File: config.mk
export PLATFORM = sky130hd
export DESIGN_NAME = fb_fill_ctrl
export DESIGN_NICKNAME = d
export VERILOG_FILES = /design/src/rtl/fb_fill_ctrl.sv
export SDC_FILE = /design/constraint.sdc
export NUM_CORES = 1
export LEC_CHECK = 0
export ABC_AREA = 0
export CELL_PAD_IN_SITES_DETAIL_PLACEMENT = 0
export CELL_PAD_IN_SITES_GLOBAL_PLACEMENT = 1
export CORE_UTILIZATION = 37
export DETAILED_ROUTE_END_ITERATION = 7
export GPL_ROUTABILITY_DRIVEN = 0
export PLACE_DENSITY = 0.87
export SLEW_MARGIN = 20
export SYNTH_ARGS = -nofsm -noshare
export SYNTH_HDL_FRONTEND = slang
export SYNTH_SLANG_ARGS = --single-unit
File: constraint.sdc
create_clock -name PIXEL_CLK -period 2.65 [get_ports PIXEL_CLK]
set_input_delay 0.265 -clock PIXEL_CLK [delete_from_list [all_inputs] [get_ports PIXEL_CLK]]
set_output_delay 0.265 -clock PIXEL_CLK [all_outputs]
set_load 0.05 [all_outputs]
File: src/rtl/fb_fill_ctrl.sv
// fb_fill_ctrl: write-side scheduler for the 800x600 8-bit framebuffer port.
// Shares one write port between a point-write requester and a raster-order
// rectangle-fill engine. Points win arbitration but at most every other
// cycle, so the fill always gets the gap cycles.
// Optional build macro: FILL_CLIP_EN clamps fill corners to the visible area
// at capture time and treats fully off-screen rectangles as empty.
//
// Handshake: PT_REQ is held high with stable data until the cycle PT_ACK is
// seen high; PT_ACK is a one-cycle pulse coinciding with that point's slot
// on the PIX_* outputs (PIX_WE low if the point was off-screen).
module fb_fill_ctrl #(
  parameter int HSIZE = 800,
  parameter int VSIZE = 600,
  parameter int XW    = 10,
  parameter int YW    = 10,
  parameter int CW    = 8
) (
  input  logic          PIXEL_CLK,
  input  logic          RST,
  input  logic          PT_REQ,
  input  logic [XW-1:0] PT_X,
  input  logic [YW-1:0] PT_Y,
  input  logic [CW-1:0] PT_COLOR,
  output logic          PT_ACK,
  input  logic          RECT_START,
  input  logic [XW-1:0] RECT_X0,
  input  logic [YW-1:0] RECT_Y0,
  input  logic [XW-1:0] RECT_X1,
  input  logic [YW-1:0] RECT_Y1,
  input  logic [CW-1:0] RECT_COLOR,
  output logic          RECT_BUSY,
  output logic          RECT_DONE,
  output logic [XW-1:0] PIX_HORIZONTAL,
  output logic [YW-1:0] PIX_VERTICAL,
  output logic [CW-1:0] PIX_COLOR,
  output logic          PIX_WE
);

  localparam logic [XW-1:0] LP_XMAX = XW'(HSIZE - 1);
  localparam logic [YW-1:0] LP_YMAX = YW'(VSIZE - 1);

  typedef enum logic {S_IDLE = 1'b0, S_FILL = 1'b1} state_t;

  state_t        r_state;
  state_t        w_next_state;

  logic [XW-1:0] r_x0;
  logic [XW-1:0] r_x1;
  logic [YW-1:0] r_y1;
  logic [CW-1:0] r_fill_color;
  logic [XW-1:0] r_cur_x;
  logic [YW-1:0] r_cur_y;

  logic          r_pt_ack;
  logic          r_done;
  logic          r_we;
  logic [XW-1:0] r_pix_x;
  logic [YW-1:0] r_pix_y;
  logic [CW-1:0] r_pix_color;

  logic [XW-1:0] w_cap_x1;
  logic [YW-1:0] w_cap_y1;
  logic          w_cap_empty;
  logic          w_start_ok;
  logic          w_start_fill;
  logic          w_pt_grant;
  logic          w_fill_grant;
  logic          w_row_end;
  logic          w_last;
  logic          w_pt_on_screen;
  logic          w_cur_on_screen;
  logic          w_busy;

`ifdef FILL_CLIP_EN
  // Clamp the far corner to the screen; off-screen origins become empty fills
  always_comb begin
    w_cap_x1    = (RECT_X1 > LP_XMAX) ? LP_XMAX : RECT_X1;
    w_cap_y1    = (RECT_Y1 > LP_YMAX) ? LP_YMAX : RECT_Y1;
    w_cap_empty = (RECT_X0 > LP_XMAX) || (RECT_Y0 > LP_YMAX) ||
                  (RECT_X0 > w_cap_x1) || (RECT_Y0 > w_cap_y1);
  end
`else
  // Corners are used as given; off-screen cursor positions still take a slot
  always_comb begin
    w_cap_x1    = RECT_X1;
    w_cap_y1    = RECT_Y1;
    w_cap_empty = (RECT_X0 > RECT_X1) || (RECT_Y0 > RECT_Y1);
  end
`endif

  // Arbitration and cursor decode; r_pt_ack blocks a second grant of a held request
  always_comb begin
    w_start_ok      = (r_state == S_IDLE) && RECT_START;
    w_start_fill    = w_start_ok && !w_cap_empty;
    w_pt_grant      = PT_REQ && !r_pt_ack;
    w_fill_grant    = !w_pt_grant && (r_state == S_FILL);
    w_row_end       = (r_cur_x == r_x1);
    w_last          = w_row_end && (r_cur_y == r_y1);
    w_pt_on_screen  = (PT_X <= LP_XMAX) && (PT_Y <= LP_YMAX);
    w_cur_on_screen = (r_cur_x <= LP_XMAX) && (r_cur_y <= LP_YMAX);
  end

  // FSM state register
  always_ff @(posedge PIXEL_CLK) begin
    if (RST) r_state <= S_IDLE;
    else     r_state <= w_next_state;
  end

  // FSM next state: leave FILL only when the final cursor position is granted
  always_comb begin
    w_next_state = r_state;
    case (r_state)
      S_IDLE: if (w_start_fill) w_next_state = S_FILL;
      S_FILL: if (w_fill_grant && w_last) w_next_state = S_IDLE;
      default: w_next_state = S_IDLE;
    endcase
  end

  // FSM outputs: busy covers exactly the cycles a fill slot can be granted
  always_comb begin
    w_busy = (r_state == S_FILL);
  end

  // Fill command capture and cursor walk (equality compares, never wraps)
  always_ff @(posedge PIXEL_CLK) begin
    if (RST) begin
      r_x0         <= '0;
      r_x1         <= '0;
      r_y1         <= '0;
      r_fill_color <= '0;
      r_cur_x      <= '0;
      r_cur_y      <= '0;
    end else if (w_start_fill) begin
      r_x0         <= RECT_X0;
      r_x1         <= w_cap_x1;
      r_y1         <= w_cap_y1;
      r_fill_color <= RECT_COLOR;
      r_cur_x      <= RECT_X0;
      r_cur_y      <= RECT_Y0;
    end else if (w_fill_grant && !w_last) begin
      if (w_row_end) begin
        r_cur_x <= r_x0;
        r_cur_y <= r_cur_y + YW'(1);
      end else begin
        r_cur_x <= r_cur_x + XW'(1);
      end
    end
  end

  // Registered write port: one-cycle latency from grant to PIX_* / PT_ACK
  always_ff @(posedge PIXEL_CLK) begin
    if (RST) begin
      r_pt_ack    <= 1'b0;
      r_done      <= 1'b0;
      r_we        <= 1'b0;
      r_pix_x     <= '0;
      r_pix_y     <= '0;
      r_pix_color <= '0;
    end else begin
      r_pt_ack <= w_pt_grant;
      r_done   <= (w_fill_grant && w_last) || (w_start_ok && w_cap_empty);
      if (w_pt_grant) begin
        r_we <= w_pt_on_screen;
        if (w_pt_on_screen) begin
          r_pix_x     <= PT_X;
          r_pix_y     <= PT_Y;
          r_pix_color <= PT_COLOR;
        end
      end else if (w_fill_grant) begin
        r_we <= w_cur_on_screen;
        if (w_cur_on_screen) begin
          r_pix_x     <= r_cur_x;
          r_pix_y     <= r_cur_y;
          r_pix_color <= r_fill_color;
        end
      end else begin
        r_we <= 1'b0;
      end
    end
  end

  assign PT_ACK         = r_pt_ack;
  assign RECT_BUSY      = w_busy;
  assign RECT_DONE      = r_done;
  assign PIX_WE         = r_we;
  assign PIX_HORIZONTAL = r_pix_x;
  assign PIX_VERTICAL   = r_pix_y;
  assign PIX_COLOR      = r_pix_color;

endmodule
==> parameters.txt <==
Parameter                              Value

Synth
  Number of flops mapped to enable cells by yosys ... 0
  Yosys warning count ... 0
  Yosys top cell by area ... sky130_fd_sc_hd__dfxtp_1
  Most frequent cells after synthesis ... sky130_fd_sc_hd__dfxtp_1, sky130_fd_sc_hd__nor2_1, sky130_fd_sc_hd__nand2_1
  Compound-Gate Fraction of Synth Area ... 0.168
  Number of cells produced by synthesis ... 586
  Portion of netlist area occupied by mux cells ... 0.0715
  Top cell type's share of synthesized area ... 0.368
  Share of the yosys chip area belonging to registers ... 0.368
  Post-synthesis xor/xnor area fraction ... 0.0510
  Dominant combinational cell family by area after synthesis ... simple AND/OR/NAND/NOR gates
  Number of synthesized register bits ... 90
  Post-synth cell types ... 53
  Most used standard cell by instance count after synthesis ... sky130_fd_sc_hd__dfxtp_1
  Area fraction in and, or, nand and nor cells after synthesis ... 0.221
  Synthesized area per cell ... around 8.4 um2
  Syn_nets ... 688
  Synth Cell Area ... 4900 um2
  Share of flip-flops with an asynchronous set or reset ... 0
  Adder-cell area share of the yosys netlist ... 0.0562
  Primary FF master, synth ... sky130_fd_sc_hd__dfxtp_1
  Top cells by area in the synthesized netlist ... sky130_fd_sc_hd__dfxtp_1, sky130_fd_sc_hd__mux2i_1, sky130_fd_sc_hd__a311oi_1

Setup path
  CP Capture Type ... register
  Startpoint Class ... input pin
  Cell occurring most often along the worst timing path ... sky130_fd_sc_hd__buf_4
  Data arrival time of the worst path ... 2.71 ns
  Standard cell with the maximum stage delay on the critical path ... sky130_fd_sc_hd__clkdlybuf4s50_1
  Worst path top cell family by delay ... buffers and inverters
  Largest stage delay, worst path ... 0.49 ns
  Setup slack of the worst register-to-register path ... 0.30 ns
  Highest net fanout along the worst path ... 11
  CP cell instances ... clkdlybuf4s50_1, inv_1, ha_1, nand4_1, a211oi_1, a2111oi_2, buf_4, o221ai_4, buf_4, nor2_1, a311oi_1
  Required @ worst endpoint ... 2.89 ns
  Path type of the worst setup path ... input pin to register
  Number of buffers and inverters on the critical path ... 4

Detailed routing
  Routed length on met2 ... ~6000 um
  First DRT Iteration DRCs ... 300
  Total vias in the final route ... 4,661
  Detailed-router iteration count before antenna repair ... 5
  Residual DRC count ... 0
  Routed met1 length ... 6370 um
  Routed length per instance ... between 15 and 20 um
  Met3 routed WL ... 892 um
  Via density per instance ... 5.27
  DRT antenna net count ... 0
  Top layer reached by signal wires ... met4
  Final WL ... approximately 13,000 um

Die
  Die extent in x ... 117 um
  Height of the die ... 117 um
  Die area ... 13,700 um2
  Initial cell density of the core ... 0.384
  Rows ... between 40 and 50
  Core outline area ... approximately 13,000 um2
  Count of pins on the block boundary ... 112

Timing
  Worst-case headroom to the max-slew limit ... 0.552
  Achievable frequency ... roughly 410 MHz
  Setup violation total in the final timing report ... 0
  Slew at the pin with the worst max-slew slack ... 0.672 ns
  Share of the clock period used by the worst path after layout ... 0.930
  Unrepaired setup endpoints after global routing ... no
  Fin Clk Skew ... 0.00553 ns
  Minimum clock period after layout ... 2.46 ns
  Hold slack ... approximately 0.45 ns
  Max-slew violation count ... 0
  Final hold violation count ... 0
  PnR worst setup slack ... between 0.15 and 0.2 ns

Clock network
  Post-CTS Hold Buffers ... 0
  Clock transition at the registers of the reported paths ... 0.06 ns
  Later-pin clock latency in the skew report ... approximately 0.34 ns
  CTS root buf ... sky130_fd_sc_hd__clkbuf_16
  Sinks on Clock Net ... 90
  Maximum root-to-sink buffer count ... 2
  H-Tree Depth ... 3
  TritonCTS clock tree ... yes
  Number of buffers added by the clock tree synthesis step ... 9

Placement
  Post-place setup slack ... -0.224 ns
  Count of buffers from port buffering ... 111
  Post-detail-place hpwl ... roughly 10,000 um
  Cell Area, Placed ... ~6400 um2

Global route
  Initial antenna violation count ... 0
  Wire length of the first global-routing pass ... roughly 21,000 um
  Vias in the first global route ... 4,360
  GRT overflow ... 0
  Overall routing resource usage ... 0.201
  Pin count of the biggest net entering global routing ... 58

Layout
  Number of antenna cells inserted ... 0
  Total non-filler cell area in the finished layout ... about 6700 um2
  Area Overhead vs Synth ... 36.4%
  Number of nets in the finished design ... 810
  Layout filler cell count ... 1,148
  Ratio of cells with drive above 1 in the final layout ... 0.110
  Core Util, Final ... 0.523

Outcome
  Result of the run ... complete, no violations

Power and ir drop
  Switching Fraction ... 0.326
  Part of the power in the clock network ... 0.310
  Combinational share of power ... 0.301
  Peak VDD IR ... 292 uV
  Cell Int Power ... 2.75 mW
  Leakage ... 2.67 nW
  Register share of total power ... 0.389
  Switching power of the nets ... 1.33 mW
  Areal power density over the cells ... 610 nW/um2

Worst hold path
  Class of the worst hold path ... input pin to register

Job
  Number of maximum-capacitance constraint violations ... 0
-- layout by cell type, fill, tap and decap left out, types with 9 or more instances in the layout --
cell	instances
sky130_fd_sc_hd__a311oi_1	36
sky130_fd_sc_hd__clkbuf_16	9
sky130_fd_sc_hd__nand4_1	13
sky130_fd_sc_hd__nand3_1	10
sky130_fd_sc_hd__xnor2_1	23
sky130_fd_sc_hd__buf_4	41
sky130_fd_sc_hd__inv_1	29
sky130_fd_sc_hd__dfxtp_1	90
sky130_fd_sc_hd__ha_1	22
sky130_fd_sc_hd__a21oi_1	19
sky130_fd_sc_hd__nor3_1	10
sky130_fd_sc_hd__nand2_1	77
sky130_fd_sc_hd__mux2i_1	35
sky130_fd_sc_hd__nor2_1	84
sky130_fd_sc_hd__clkdlybuf4s50_1	110
-- cells by family after synthesis --
family | after synthesis
adder cells (fa/ha/maj) | 22
XOR/XNOR | 26
flip-flops | 90
multiplexers | 35
buffers and inverters | 73
AO/OA/AOI/OAI | 109
AND/OR/NAND/NOR | 231
-- metal layers --
| metal | track usage | up-vias |
|---|---|---|
| met4 | 0.0684 | 0 |
| met2 | 0.323 | 170 |
| li1 | - | 2336 |
| met3 | 0.0417 | 13 |
| met5 | 0 | - |
| met1 | 0.268 | 2142 |
-- area by class of cell --
type,instances,area [um2],share of cell area
Multi-Input combinational cell,423,2810,0.420
Sequential cell,90,1800,0.269
Timing Repair Buffer,155,1470,0.219
Clock buffer,13,250,0.0374
Tap cell,172,215,0.0322
Inverter,29,109,0.0163
Clock inverter,2,37.5,0.00561
-- metrics by stage --
stage	total power, mW	TNS (ns)	instances
floorplan	2.39	0	586
global placement	2.81	-9.17	869
detailed placement	2.83	-10.42	869
CTS	4.10	0	884
global route	4.28	0	884
finish	4.08	0	884
-- power by group through the flow --
| stage | Clock, mW | Sequential, mW | Combinational [mW] |
|---|---|---|---|
| floorplan | 0 | 1.76 | 0.625 |
| global placement | 0 | 1.61 | 1.20 |
| detailed placement | 0 | 1.61 | 1.22 |
| CTS | 1.29 | 1.58 | 1.23 |
| global route | 1.35 | 1.60 | 1.33 |
| finish | 1.27 | 1.59 | 1.23 |
-- final timing paths --
kind                                                endpoint                     from  cells past startpoint
worst max-delay path                 r_cur_y[5]$_SDFFE_PP0P_               RECT_X1[7]                     11
worst min-delay path            r_fill_color[2]$_SDFFE_PP0P_                      RST                      2
worst max register to register       r_cur_x[0]$_SDFFE_PP0P_  r_cur_x[1]$_SDFFE_PP0P_                      6
worst min register to register          r_x0[5]$_SDFFE_PP0P_     r_x0[5]$_SDFFE_PP0P_                      2
-- sequential cells by signal (all words and copies together), names as in the netlist --
register / cells
r_cur_x: 10
PIX_COLOR: 8
RECT_DONE: 1
r_x0: 10
PIX_HORIZONTAL: 10
PIX_VERTICAL: 10
r_y1: 10
r_fill_color: 8
RECT_BUSY: 1
PT_ACK: 1
r_x1: 10
PIX_WE: 1
r_cur_y: 10
-- timing repair --
action / 4_1_cts / 5_1_grt
setup endpoints to repair: 0 / 18
buffers inserted: 0 / 0
gates resized for setup: 0 / 2
No activity file was read; power rests on OpenSTA's default activity.
